$ cat config.mk
export PLATFORM = sky130hd
export DESIGN_NAME = rsa_mm_master
export DESIGN_NICKNAME = d
export VERILOG_FILES = /design/src/rtl/rsa_mm_pkg.sv /design/src/rtl/rsa_mm_wr_seq.sv /design/src/rtl/rsa_mm_master.sv
export SDC_FILE = /design/constraint.sdc
export NUM_CORES = 1
export LEC_CHECK = 0
export BUFFER_PORTS_ARGS = -buffer_cell sky130_fd_sc_hd__clkbuf_2
export CORE_ASPECT_RATIO = 1.75
export CORE_MARGIN = 5
export CORE_UTILIZATION = 45
export DETAILED_ROUTE_END_ITERATION = 10
export PLACE_DENSITY_LB_ADDON = 0.08
export SYNTH_ARGS = -nofsm -noshare
export SYNTH_HDL_FRONTEND = slang
export SYNTH_SLANG_ARGS = --single-unit
export TNS_END_PERCENT = 10
$ cat constraint.sdc
create_clock -name clk -period 5.6 [get_ports clk]
set_clock_uncertainty 0.2 [all_clocks]
set_input_delay 0.84 -clock clk [delete_from_list [all_inputs] [get_ports clk]]
set_output_delay 0.84 -clock clk [all_outputs]
set_load 0.02 [all_outputs]
$ cat src/rtl/rsa_mm_pkg.sv
// rsa_mm_pkg -- shared definitions for the RSA Avalon-MM command master.
//
// Contents: command op encoding, master FSM states, instruction codes written
// to the slave control register, decrypt page shift, slave address constants
// and per-op write counts.
package rsa_mm_pkg;

    typedef enum logic [1:0] {
        OP_INV = 2'b00,
        OP_KEY = 2'b01,
        OP_ENC = 2'b10,
        OP_DEC = 2'b11
    } op_e;

    typedef enum logic [2:0] {
        IDLE,
        WRITE,
        WAIT,
        READ,
        DONE
    } state_e;

    // Instruction words written to the control register at address 0.
    localparam logic [31:0] INSTR_KEY = 32'h1;
    localparam logic [31:0] INSTR_ENC = 32'h2;
    localparam logic [31:0] INSTR_DEC = 32'h3;

    // Decrypt page number is placed above the two instruction bits.
    localparam int PAGE_SHIFT = 2;

    localparam logic [2:0] ADDR_CTRL = 3'd0;
    localparam int         N_RD      = 4;   // result words read back (addr 0..3)

    // Total bus writes per operation, including instruction words.
    localparam int NW_KEY = 5;
    localparam int NW_ENC = 6;
    localparam int NW_DEC = 15;

    localparam int STEP_W = 4;              // wide enough for NW_DEC-1

endpackage

$ cat src/rtl/rsa_mm_wr_seq.sv
// rsa_mm_wr_seq -- combinational write-sequence map.
//
// For the captured op and the current write step, produce the slave address,
// write data and whether this step is the final write of the command.
//
// Ports:
//   op        in   captured command op
//   step      in   write index, 0 = first write of the command
//   data      in   captured 384-bit operand (word i = data[32i+31:32i])
//   address   out  slave register address for this write
//   writedata out  value written
//   last      out  high on the final write (always high for an invalid op)
module rsa_mm_wr_seq
    import rsa_mm_pkg::*;
(
    input  op_e               op,
    input  logic [STEP_W-1:0] step,
    input  logic [383:0]      data,
    output logic [2:0]        address,
    output logic [31:0]       writedata,
    output logic              last
);

    logic [11:0][31:0] words;
    logic [1:0]        page;   // decrypt page, 0 for key/encrypt
    logic [3:0]        sub;    // position within the page, 0 = instruction word
    logic [3:0]        widx;   // operand word index for data writes
    logic [31:0]       instr;

    assign words = data;

    always_comb begin
        // NOTE: every output and temporary gets a default before the case so no
        // path through the block leaves a value held, which would infer a latch.
        address   = '0;
        writedata = '0;
        last      = 1'b1;
        page      = '0;
        sub       = '0;
        widx      = '0;
        instr     = '0;

        unique case (op)
            OP_KEY: begin
                sub   = step;
                instr = INSTR_KEY;
                last  = (step == STEP_W'(NW_KEY - 1));
            end
            OP_ENC: begin
                sub   = step;
                instr = INSTR_ENC;
                last  = (step == STEP_W'(NW_ENC - 1));
            end
            OP_DEC: begin
                // Three pages of five writes: instruction word then four operands.
                if (step < 4'd5) begin
                    page = 2'd0;
                    sub  = step;
                end else if (step < 4'd10) begin
                    page = 2'd1;
                    sub  = step - 4'd5;
                end else begin
                    page = 2'd2;
                    sub  = step - 4'd10;
                end
                instr = INSTR_DEC | (32'(page) << PAGE_SHIFT);
                last  = (step == STEP_W'(NW_DEC - 1));
            end
            default: ;
        endcase

        if (op != OP_INV) begin
            if (sub == 4'd0) begin
                address   = ADDR_CTRL;
                writedata = instr;
            end else begin
                address   = sub[2:0];
                widx      = {page, 2'b00} + sub - 4'd1;
                writedata = words[widx];
            end
        end
    end

endmodule

$ cat src/rtl/rsa_mm_master.sv
// rsa_mm_master -- command-driven Avalon-MM master for an RSA register slave.
//
// A command (key load, encrypt, decrypt) is accepted on the cmd_* handshake,
// written to the slave one word per cycle, followed by WAIT_CYCLES idle bus
// cycles, then four result words are read (read latency 1) and presented on
// the res_* handshake. An invalid op produces a zero result with no bus
// traffic.
//
// Parameters:
//   WAIT_CYCLES   idle cycles between last write and first read (0 allowed)
// Build option:
//   RSA_MM_PERF_EN  adds perf_cycles: accept-to-result cycle count
//
// Ports:
//   clk, reset                  clock, synchronous active-high reset
//   cmd_valid/cmd_ready         command handshake; cmd_op, cmd_data operand
//   res_valid/res_ready         result handshake; res_data four read words
//   m_chipselect, m_write,
//   m_address, m_writedata      Avalon-MM master request (no waitrequest)
//   m_readdata                  read data, valid the cycle after the request
//   perf_cycles                 (RSA_MM_PERF_EN only) last command latency
module rsa_mm_master
    import rsa_mm_pkg::*;
#(
    parameter int WAIT_CYCLES = 8
) (
    input  logic         clk,
    input  logic         reset,
    input  logic         cmd_valid,
    output logic         cmd_ready,
    input  logic [1:0]   cmd_op,
    input  logic [383:0] cmd_data,
    output logic         res_valid,
    input  logic         res_ready,
    output logic [127:0] res_data,
    output logic         m_chipselect,
    output logic         m_write,
    output logic [2:0]   m_address,
    output logic [31:0]  m_writedata,
`ifdef RSA_MM_PERF_EN
    output logic [31:0]  perf_cycles,
`endif
    input  logic [31:0]  m_readdata
);

    localparam int WCW = (WAIT_CYCLES > 1) ? $clog2(WAIT_CYCLES) : 1;

    state_e            state, state_next;
    op_e               op_q;
    logic [383:0]      data_q;
    logic [STEP_W-1:0] step;
    logic [WCW-1:0]    wait_cnt;
    logic [2:0]        rd_idx;      // 0..3 issue reads, 4 drains the last read
    logic [2:0]        seq_addr;
    logic [31:0]       seq_wdata;
    logic              seq_last;
    logic              accept;

    assign cmd_ready = (state == IDLE) && !reset;
    assign accept    = cmd_valid && cmd_ready;
    assign res_valid = (state == DONE);

    rsa_mm_wr_seq u_wr_seq (
        .op        (op_q),
        .step      (step),
        .data      (data_q),
        .address   (seq_addr),
        .writedata (seq_wdata),
        .last      (seq_last)
    );

    always_comb begin
        state_next = state;
        unique case (state)
            IDLE:  if (accept) state_next = WRITE;
            WRITE: begin
                if (seq_last) begin
                    if (op_q == OP_INV)        state_next = DONE;
                    else if (WAIT_CYCLES == 0) state_next = READ;
                    else                       state_next = WAIT;
                end
            end
            WAIT:  if (32'(wait_cnt) == 32'(WAIT_CYCLES - 1)) state_next = READ;
            READ:  if (rd_idx == 3'(N_RD)) state_next = DONE;
            DONE:  if (res_ready) state_next = IDLE;
            default: state_next = IDLE;
        endcase
    end

    // Bus outputs are decoded from registered state only.
    always_comb begin
        m_chipselect = 1'b0;
        m_write      = 1'b0;
        m_address    = '0;
        m_writedata  = '0;
        unique case (state)
            WRITE: begin
                if (op_q != OP_INV) begin
                    m_chipselect = 1'b1;
                    m_write      = 1'b1;
                    m_address    = seq_addr;
                    m_writedata  = seq_wdata;
                end
            end
            READ: begin
                if (rd_idx < 3'(N_RD)) begin
                    m_chipselect = 1'b1;
                    m_address    = rd_idx;
                end
            end
            default: ;
        endcase
    end

    always_ff @(posedge clk) begin
        if (reset) begin
            // NOTE: the operand register is cleared too, so nothing from an
            // aborted command can leak into the next one.
            state    <= IDLE;
            op_q     <= OP_INV;
            data_q   <= '0;
            step     <= '0;
            wait_cnt <= '0;
            rd_idx   <= '0;
            res_data <= '0;
        end else begin
            // NOTE: non-blocking assignments so every register samples the
            // pre-edge values, independent of statement order.
            state <= state_next;
            unique case (state)
                IDLE: begin
                    if (accept) begin
                        op_q     <= op_e'(cmd_op);
                        data_q   <= cmd_data;
                        step     <= '0;
                        res_data <= '0;
                    end
                end
                WRITE: begin
                    step     <= step + 1'b1;
                    wait_cnt <= '0;
                    rd_idx   <= '0;
                end
                WAIT: wait_cnt <= wait_cnt + 1'b1;
                READ: begin
                    rd_idx <= rd_idx + 1'b1;
                    // Data for the read issued last cycle is on the bus now.
                    unique case (rd_idx)
                        3'd1: res_data[31:0]   <= m_readdata;
                        3'd2: res_data[63:32]  <= m_readdata;
                        3'd3: res_data[95:64]  <= m_readdata;
                        3'd4: res_data[127:96] <= m_readdata;
                        default: ;
                    endcase
                end
                default: ;
            endcase
        end
    end

`ifdef RSA_MM_PERF_EN
    logic [31:0] perf_cnt;

    // perf_cnt holds the 1-based cycle number since accept; the value latched
    // on entry to DONE is the cycle in which res_valid first shows.
    always_ff @(posedge clk) begin
        if (reset) begin
            perf_cnt    <= '0;
            perf_cycles <= '0;
        end else begin
            if (accept) begin
                perf_cnt <= 32'd1;
            end else if ((state == WRITE || state == WAIT || state == READ)
                         && perf_cnt != '1) begin
                perf_cnt <= perf_cnt + 1'b1;
            end
            if (state != DONE && state_next == DONE) begin
                perf_cycles <= (perf_cnt == '1) ? perf_cnt : perf_cnt + 1'b1;
            end
        end
    end
`else
    // No latency counter in this build.
`endif

endmodule
[Yosys cells after proc, flatten, opt, wreduce, memory -nomap -nowiden]
Index checks and enable logic that the tools add are counted.
Operators by class
  add/subtract/negate cells: 7
  $mul: 0
  divide/modulo/power cells: 0
  order comparisons: 4
  equal/unequal tests: 23
  shifts and indexed selects: 0
  multiplexer cells: 38
  bitwise operators: 0
  reductions and logical operators: 19
Operators by type and width (count)
  2-to-1 mux 32 bit: 8
  one-hot mux 128 bit (2 select lines): 1
  binary-select mux 32 bit (select 4 bit): 1
  2-to-1 mux 128 bit: 1
  2-to-1 mux 3 bit: 9
  one-hot mux 3 bit (2 select lines): 3
  one-hot mux 4 bit (2 select lines): 2
  one-hot mux 3 bit (5 select lines): 1
  == test 3 x 2 -> 1 bit, second input constant: 4
  2-to-1 mux 4 bit: 3
  one-hot mux 4 bit (3 select lines): 1
  AND reduction 3 bit: 4
  nonzero test 2 bit: 5
  == test 3 bit, second input constant: 3
  == test 4 x 3 -> 1 bit, second input constant: 2
  inequality test 2 x 1 -> 1 bit, second input constant: 4
  inequality test 2 bit, second input constant: 4
  adder 3 x 1 -> 3 bit, second input constant: 2
  == test 3 x 1 -> 1 bit, second input constant: 2
  2-to-1 mux 2 bit: 3
  less-than comparator 4 x 5 -> 1 bit, second input constant: 1
  AND reduction 5 bit: 1
  adder 4 x 1 -> 4 bit, second input constant: 1
  adder 4 bit: 1
  19 further kinds: 24
Word-level totals
  register bits after elaboration: 527
  latch bits: 0
  RAM bits: 0
  memory bits (read-only): 0
  output and inout port bits: 167
  memories: 0

[Logic depth before layout (Yosys ltp)]
Gate-level depths: netlist of run 1.
  depth in word-level cells: 11
  gate-level depth with buffers: 21
  mapped depth without buffers: 18

[Hierarchy]
A second synthesis of run 1 with hierarchy kept.
Unflattened totals
  cells, all modules: 2727
  area total of the unflattened synthesis: 23754.0 sq um
By module, submodules not included
  rsa_mm_master: times used 1, cells an instance 2391, area each 19956.6 sq um
  rsa_mm_wr_seq: times used 1, cells an instance 336, area each 3797.4 sq um

[Worst setup path before layout of run 1]
OpenSTA, ideal clock, no wires.
  kind: flip-flop to output port
  from: register step[1]
  to: output port m_writedata[10]
  arrival time: 3.571 ns
  setup slack: 0.989 ns
  stages on the path, launching flop included: 21
  path buffers: 3
  path through: dfxtp_1 buf_6 inv_1 ha_1 nand2b_1 a21oi_1 o21ai_0 a22o_1 nand2_1 ha_1 inv_1 fa_1 xnor2_1 xnor2_1 nand2_1 mux2i_1 and3_1 buf_4 buf_2 nand2_1 nand2_1
On the way
  cells in the longest elaborated chain, start to end: 11
  elaborated cells between the ends (all ways): 18
RTL lines
  start: declaration: RTL line rsa_mm_master.sv:51  | logic [STEP_W-1:0] step;
  start signal: assignment: RTL line rsa_mm_master.sv:140  | step <= step + 1'b1;
  subtractor 4 bit, or another cell as far along: RTL line rsa_mm_wr_seq.sv:64  | sub = step - 4'd10;
  2-to-1 mux 4 bit / 2-to-1 mux 2 bit (equally long branches): RTL line rsa_mm_wr_seq.sv:59  | end else if (step < 4'd10) begin
  2-to-1 mux 4 bit / 2-to-1 mux 2 bit (equally long branches): RTL line rsa_mm_wr_seq.sv:56  | if (step < 4'd5) begin
  one-hot mux 4 bit (2 select lines) / 2-to-1 mux 2 bit (equally long branches): RTL line rsa_mm_wr_seq.sv:43  | unique case (op)
  adder 4 bit: RTL line rsa_mm_wr_seq.sv:78  | widx = {page, 2'b00} + sub - 4'd1;
  subtractor 4 x 1 -> 4 bit: RTL line rsa_mm_wr_seq.sv:78
  binary-select mux 32 bit (select 4 bit): RTL line rsa_mm_wr_seq.sv:79  | writedata = words[widx];
  2-to-1 mux 32 bit (not written as such): RTL line rsa_mm_wr_seq.sv:79
  2-to-1 mux 32 bit *: RTL line rsa_mm_wr_seq.sv:73  | if (sub == 4'd0) begin
  2-to-1 mux 32 bit *: RTL line rsa_mm_master.sv:98  | if (op_q != OP_INV) begin
  2-to-1 mux 32 bit *: RTL line rsa_mm_master.sv:96  | unique case (state)
  end: declaration: RTL line rsa_mm_master.sv:39  | output logic [31:0] m_writedata,
Every way passes the cells marked *; elsewhere a longest branch is shown, timed or not. The select of a mux whose other input is x is not followed.

[Final worst setup path of run 1]
  from: register step[2]
  to: output port m_writedata[10]
The elaborated chain is that of the path after synthesis.

==> results.py, run 1 <==
metrics = {
    "worst_setup_path": {
        "crit-reg2reg-launch": "state[1]",
        "rrSetupSlack_ps": 2040,
        "critical_path.max_fanout": 12,
        "r2r_cells": 5,
        "cpMostUsedCell": "xnor2_2",
        "required_ps": 4560,
        "end_kind": "primary output",
        "r2r-end": "data_q[229]",
        "critPathKind": "flop to primary output",
        "path_cells": "inv_1 -> ha_1 -> nor2b_1 -> o21bai_1 -> a31o_2 -> ha_1 -> fa_1 -> xnor2_2 -> xnor2_2 -> xnor2_2 -> nor4b_4 -> buf_6 -> buf_4 -> a22oi_1 -> nand2_1 -> clkbuf_2",
        "critPathSlowestCell": "dfxtp_1",
        "worstPathArrival_ps": 4400,
        "crit_start": "step[2]",
        "setup.worst_path.start_class": "flop",
        "slowest_delay_ps": 480,
    },
    "die": {
        "fp.coreArea_sq_um": 50300,
        "dieArea_sq_um": 55400,
        "die_w_microns": 180,
        "start_util": 0.453,
        "ioPinCount": 589,
        "die_h_microns": 308,
        "rows": 109,
    },
    "clock_network": {
        "h-tree-depth": 2,
        "clockBufferDepth": 3,
        "cts_sinks": 527,
        "root_buffer": "clkbuf_16",
        "cts_tree": "yes",
        "cts_buffers": 48,
        "clkTransAtPathRegs_ps": 70,
        "cts_hold_buf": 0,
        "insertion_delay_ps": 570,
    },
    "timing": {
        "hold_violations": 0,
        "slew_headroom": 0.242,
        "fin_ws_ps": 160,
        "min_period_over_period": 0.971,
        "tns_ps": 0,
        "fmax_ghz": 0.184,
        "finalCriticalPeriod_ps": 5440,
        "rsz0062_at_grt": "false",
        "maxSlewViolCount": 0,
        "worstMarginPinSlew_ps": 1140,
        "setup_viol": 0,
    },
    "route": {
        "drtIter0Drc": 1532,
        "vias": 20300,
        "routed_wl_microns": 81100,
        "via_per_inst": 5.31,
        "dr.pass1.iters": 6,
        "routedWlPerCell_microns": 21.2,
        "final_antenna_net_count": 0,
        "drc": 0,
    },
    "layout": {
        "layout.nets": 3569,
        "regArea_sq_um": 10600,
        "fill_cells": 4767,
        "multi_input_area_sq_um": 11400,
        "area_growth_pct": 21.9,
        "layout-drive-gt1-share": 0.263,
    },
    "hold_path": {
        "hold_path.class": "primary input to flop",
        "hold_path_end": "data_q[336]",
        "hold_depth": 3,
        "hp-start": "cmd_data[336]",
    },
    "synthesis": {
        "ys.flop_type": "dfxtp_1",
        "synthArstFlopShare": 0,
        "synthTopCellsByArea": "dfxtp_1 46%, nand2_1 14%, nand3b_1 13%, mux4_2 9.5%, nor2_1 4.5%",
        "synth_common_cells": "876 x nand2_1, 527 x dfxtp_1, 385 x nand3b_1",
        "synth_top_family_by_area": "simple AND/OR/NAND/NOR gates",
        "synth_cell_types": 59,
        "synth_nets": 3103,
        "seq_area_frac_synth": 0.463,
        "yosys_warnings": 0,
        "synthAdderAreaFrac": 0.0119,
        "synth_edf_count": 0,
        "synth_compound_area_frac": 0.0587,
        "syn_avg_cell_area_sq_um": 8.57,
        "synth_top_area_frac": 0.463,
        "netlist.top_cell.by_area": "dfxtp_1",
        "synth_cells": 2660,
        "synth_xor_xnor_area_share": 0.00154,
        "synth_area_sq_um": 22800,
        "post-synth-top-count-cell": "nand2_1",
        "synth_mux_area_frac": 0.0968,
        "ys_ff_latch": 527,
        "yosys.area_share.simple": 0.325,
    },
    "grt": {
        "antenna_found_initial": 8,
        "grt_first_pass_wirelength_microns": 122000,
        "grt_overflow_total": 0,
        "grt_max_degree": 224,
        "grt_usage": 0.280,
        "grt_pass1_vias": 20300,
    },
    "pwr": {
        "p_leak_nw": 13.2,
        "ir_worst_vdd_v": 0.000270,
        "power_density_nw_per_um2": 336,
    },
    "flow_run": {
        "cap_violations": 0,
    },
    "placed_design": {
        "io_buffers": 588,
        "place.gp.congestion": 0.905,
        "pre_cts_ws_ps": 425,
        "place_hpwl_microns": 60000,
    },
    "outcome": {
        "outcome": "complete, no violations",
    },
}
## critical path: cells and delay by family, from the launching register on
family	cells	cell delay, ps
fa+ha+maj	3	1080
buf+inv	4	720
compound gates	3	490
flops	1	480
simple gates	3	530
xor+xnor	3	510
## repair_timing
item | CTS | global route
setup endpoints to repair | 28 | 32
buffers inserted | 5 | 0
pin swaps | 1 | 1
resized for setup | 5 | 7
## cells in the final DEF (no fill, tap or decap), types with 4 or more instances in the layout
cell / netlist / layout
a21oi_1: 148 / 145
a22o_1: 4 / 4
a22oi_1: 25 / 25
a22oi_2: 8 / 8
buf_12: 1 / 8
buf_4: 4 / 28
bufinv_16: 0 / 5
clkbuf_1: 168 / 10
clkbuf_16: 0 / 49
clkbuf_2: 0 / 587
clkbuf_8: 0 / 10
clkinv_2: 0 / 7
dfxtp_1: 527 / 527
ha_1: 20 / 17
inv_1: 11 / 9
mux4_2: 96 / 96
nand2_1: 876 / 875
nand2b_1: 4 / 4
nand3_1: 6 / 6
nand3b_1: 385 / 385
nor2_1: 272 / 272
nor3_1: 4 / 4
o21ai_0: 5 / 5
o31ai_1: 4 / 4
## sequential cells by signal (all words and copies together) (netlist names)
name / flops
data_q: 384
res_data: 128
step: 4
rd_idx: 3
state: 3
wait_cnt: 3
op_q: 2
## metrics by stage
stage,hold slack (ps),total power (W),cells,area (sq um),util
2_1_floorplan,246,0.00537,2660,22800,-
3_3_place_gp,259,0.00595,3737,26100,0.518
3_5_place_dp,261,0.00598,3737,26100,0.518
4_1_cts,228,0.00940,3826,27800,0.552
5_1_grt,240,0.00972,3828,27800,0.552
6_report,247,0.00933,3828,27800,0.552
## power by group
group | internal [W] | total [W] | switching, W
clock network | 0.00196 | 0.00343 | 0.00146
registers | 0.00415 | 0.00438 | 0.000230
logic | 0.000622 | 0.00152 | 0.000903
total | 0.00673 | 0.00933 | 0.00260
## cell type report
class,instances,share of cell area
clock inverter,15,0.00747
clock buffer,69,0.0504
antenna,2,0.000180
inverter,13,0.00194
tap,666,0.0300
multi-input combinational,1909,0.410
sequential,527,0.380
timing repair buffer,627,0.121
## logic make-up after synthesis
group                      after synthesis
AOI/OAI and AO/OA                      219
DFF                                    527
muxes                                  100
adders and majority gates               21
xor gates and xnor gates                 4
buffers and inverters                  224
and+or+nand+nor                       1565
## layer usage
layer	track usage	vias to the layer above	wire [microns]
li1	-	9784	-
met1	0.340	9656	31700
met2	0.486	748	40200
met3	0.0500	131	5010
met4	0.127	10	4100
met5	0	-	81
## worst max-delay path by stage
stage | endpoint | cells past startpoint | slack [ps]
floorplan | m_writedata[10] | 20 | 990
global placement | m_writedata[5] | 19 | 450
detailed placement | m_writedata[10] | 20 | 430
CTS | m_writedata[10] | 20 | 6
global route | m_writedata[10] | 16 | 6
finish | m_writedata[10] | 16 | 160
No activity file was read; power rests on OpenSTA's default activity.
==> run 2: changes to the inputs <==
--- a/config.mk
+++ b/config.mk
@@ -5,11 +5,13 @@
 export SDC_FILE = /design/constraint.sdc
 export NUM_CORES = 1
 export LEC_CHECK = 0
-export BUFFER_PORTS_ARGS = -buffer_cell sky130_fd_sc_hd__clkbuf_2
+export ABC_AREA = 1
 export CORE_ASPECT_RATIO = 1.75
 export CORE_MARGIN = 5
 export CORE_UTILIZATION = 45
 export DETAILED_ROUTE_END_ITERATION = 10
+export DONT_BUFFER_PORTS = 1
+export GPL_TIMING_DRIVEN = 0
 export PLACE_DENSITY_LB_ADDON = 0.08
 export SYNTH_ARGS = -nofsm -noshare
 export SYNTH_HDL_FRONTEND = slang
==> run 2 against run 1 <==
Compared with the run above: wire length increased by 23%; setup slack improved by 260 ps; clock power increased by 1%; largest power group unchanged; total power increased by 46%; critical path type unchanged; utilization decreased by 3.7 points; critical path depth decreased by 2; clock-buffer cell count increased by 3; maximum frequency increased by 5.0%.
==> results.py, run 2 <==
metrics = {
    "outcome": {
        "outcome": "complete, no violations",
    },
    "worst_setup_path": {
        "critical_path.max_fanout": 10,
        "crit-reg2reg-launch": "state[2]",
        "path_cells": "inv_1 -> ha_1 -> inv_1 -> buf_2 -> nand2_1 -> ha_2 -> clkbuf_4 -> buf_1 -> a21oi_1 -> o21ai_1 -> nand2_1 -> nand2_1 -> nand3_1 -> nor2_4",
        "end_kind": "primary output",
        "rrSetupSlack_ps": 2410,
        "cp.buffers_inverters": 5,
        "critPathKind": "flop to primary output",
        "critPathTopFamily": "buffers and inverters",
        "slowest_delay_ps": 540,
        "critPathSlowestCell": "ha_2",
        "cpMostUsedCell": "nand2_1",
        "r2r_cells": 11,
        "setup.worst_path.start_class": "flop",
        "required_ps": 4560,
        "worstPathArrival_ps": 4140,
        "r2r-end": "data_q[331]",
    },
    "synthesis": {
        "seq_area_frac_synth": 0.472,
        "synth_area_sq_um": 22400,
        "synth_edf_count": 0,
        "synth_common_cells": "631 x nand2_1, 527 x dfxtp_1, 503 x a21oi_1",
        "syn_avg_cell_area_sq_um": 7.20,
        "ys_ff_latch": 527,
        "synth_cell_types": 33,
        "post-synth-top-count-cell": "nand2_1",
        "synth_top_area_frac": 0.472,
        "synthTopCellsByArea": "dfxtp_1 47%, a21oi_1 11%, nand2_1 11%, o21ai_0 8.1%, nand3_1 5.7%",
        "ys.flop_type": "dfxtp_1",
        "synthArstFlopShare": 0,
        "yosys_warnings": 0,
        "netlist.top_cell.by_area": "dfxtp_1",
        "synth_cells": 3103,
        "synth_nets": 3546,
    },
    "pwr": {
        "cell_internal_pwr_w": 0.00795,
        "ir_worst_vdd_v": 0.000483,
        "comb_power_share": 0.295,
        "clock_power_share": 0.256,
        "power_density_nw_per_um2": 535,
        "p_leak_nw": 10.1,
        "total_power_w": 0.0136,
        "power_switching_share": 0.416,
        "switchingPower_w": 0.00567,
        "p_seq_frac": 0.449,
    },
    "layout": {
        "layout-drive-gt1-share": 0.0899,
        "fin_util": 0.515,
        "largest-register": "data_q",
        "layout.cells.non_filler": 3877,
        "layout.nets": 3597,
        "final_common_cell": "nand2_1",
        "largestRegisters": "data_q: 384 flops, res_data: 128 flops, step: 4 flops",
        "largest_reg_flops": 384,
        "area_growth_pct": 13.9,
        "mostFrequentLayoutCells": "620 x nand2_1, 525 x dfxtp_1, 493 x a21oi_1",
    },
    "grt": {
        "grt_usage": 0.350,
        "grt_max_degree": 17,
        "antenna_found_initial": 33,
        "grt_first_pass_wirelength_microns": 141000,
        "grt_overflow_total": 0,
        "grt_pass1_vias": 22200,
    },
    "clock_network": {
        "cts_tree": "yes",
        "cts_sinks": 527,
        "clkTransAtPathRegs_ps": 70,
        "cts_hold_buf": 0,
        "h-tree-depth": 2,
        "clockBufferDepth": 3,
        "insertion_delay_ps": 570,
        "root_buffer": "clkbuf_16",
        "cts_buffers": 49,
    },
    "die": {
        "die_h_microns": 305,
        "rows": 108,
        "fp.coreArea_sq_um": 49500,
        "start_util": 0.452,
        "dieArea_sq_um": 54400,
        "die_w_microns": 178,
        "ioPinCount": 589,
    },
    "placed_design": {
        "place.gp.congestion": 0.963,
        "place_inst": 3763,
        "io_buffers": 0,
        "pre_cts_ws_ps": -1040,
        "place_hpwl_microns": 81300,
    },
    "timing": {
        "hold_violations": 0,
        "maxSlewViolCount": 0,
        "worstMarginPinSlew_ps": 1170,
        "min_period_over_period": 0.925,
        "finalCriticalPeriod_ps": 5180,
        "slew_headroom": 0.219,
        "setup_viol": 0,
        "hold_ws_ps": 176,
        "fin_ws_ps": 419,
        "rsz0062_at_grt": "false",
        "fmax_ghz": 0.193,
    },
    "route": {
        "via_per_inst": 5.66,
        "routed_wl_microns": 99800,
        "routedWlPerCell_microns": 25.8,
        "drc": 0,
        "drtIter0Drc": 1477,
        "final_antenna_net_count": 0,
        "dr.pass1.iters": 5,
        "vias": 22000,
    },
    "hold_path": {
        "hp-start": "cmd_data[214]",
        "hold_path_end": "data_q[214]",
        "hold_depth": 2,
        "hold_path.class": "primary input to flop",
    },
    "flow_run": {
        "cap_violations": 0,
    },
}
[run 2: changes by cell type after synthesis, moves of 96 or more]
cell / change
inv_1: +216
o21ai_0: +357
nand2_1: -245
nor2_1: -156
mux4_2: -96
a21oi_1: +355
nand3b_1: -385
nand3_1: +249
o21ai_1: +139
[run 2: metrics by stage]
step	TNS, ps	instance area [sq um]
2_1_floorplan	0	22400
3_3_place_gp	-21050	23200
3_5_place_dp	-22360	23200
4_1_cts	0	25100
5_1_grt	0	25400
6_report	0	25500
[run 2: cell type report]
| class | instances | area [sq um] |
|---|---|---|
| plain buffers | 245 | 1110 |
| repair buffers | 5 | 37.5 |
| multi-input cells | 2082 | 10300 |
| flip-flops and latches | 527 | 10600 |
| clock inverters | 16 | 206 |
| well taps | 660 | 826 |
| inverters | 244 | 927 |
| diodes | 26 | 65.1 |
| fillers | 5086 | 24000 |
| clock buffers | 72 | 1450 |
[run 2: kinds of logic (layout without fill, tap and decap cells)]
family	after synthesis	after routing	synth area share
buffers and inverters	494	582	0.0901
xor gates and xnor gates	2	2	0.000784
AOI/OAI and AO/OA	1028	1028	0.233
other	0	26	0
and+or+nand+nor	1031	1031	0.192
DFF	527	527	0.472
adders and majority gates	21	21	0.0121
[run 2: worst max path at each step]
stage,startpoint,end,cells past startpoint
4_1_cts,step[0],m_writedata[16],21
5_1_grt,step[1],m_writedata[0],24
2_1_floorplan,step[1],m_writedata[3],23
3_5_place_dp,step[1],m_writedata[3],20
6_report,op_q[0],m_writedata[19],14
3_3_place_gp,step[1],m_writedata[3],20
[run 2: what timing repair did]
item                                    CTS  global route
resized for setup                        99            56
pin swaps                                 9            14
buffers inserted                          2             3
endpoints found under the setup margin   32            32
[run 2: worst register-to-register path, stage by stage (launching register included)]
cell      delay, ps
dfxtp_1         330
nor2_1          160
inv_1            80
nor2_1          110
inv_2            90
nor2_4          190
nand2_2         150
inv_2           250
clkbuf_1        880
clkbuf_1        430
nand2_1         180
nand2_1         110
[run 2: power groups by stage]
stage	sequential, W	clock (W)	combinational (W)
4_1_cts	0.00611	0.00353	0.00396
6_report	0.00612	0.00348	0.00402
2_1_floorplan	0.00590	0	0.00256
3_3_place_gp	0.00616	0	0.00380
5_1_grt	0.00621	0.00368	0.00441
3_5_place_dp	0.00617	0	0.00390
[run 2: layer usage]
| layer | part of all wire | wire (microns) | track usage | up-vias |
|---|---|---|---|---|
| li1 | - | - | - | 10400 |
| met1 | 0.32 | 32300 | 0.343 | 10200 |
| met2 | 0.51 | 51300 | 0.638 | 1011 |
| met3 | 0.089 | 8870 | 0.0936 | 293 |
| met4 | 0.073 | 7320 | 0.219 | 14 |
| met5 | 0.00091 | 91 | 0 | - |
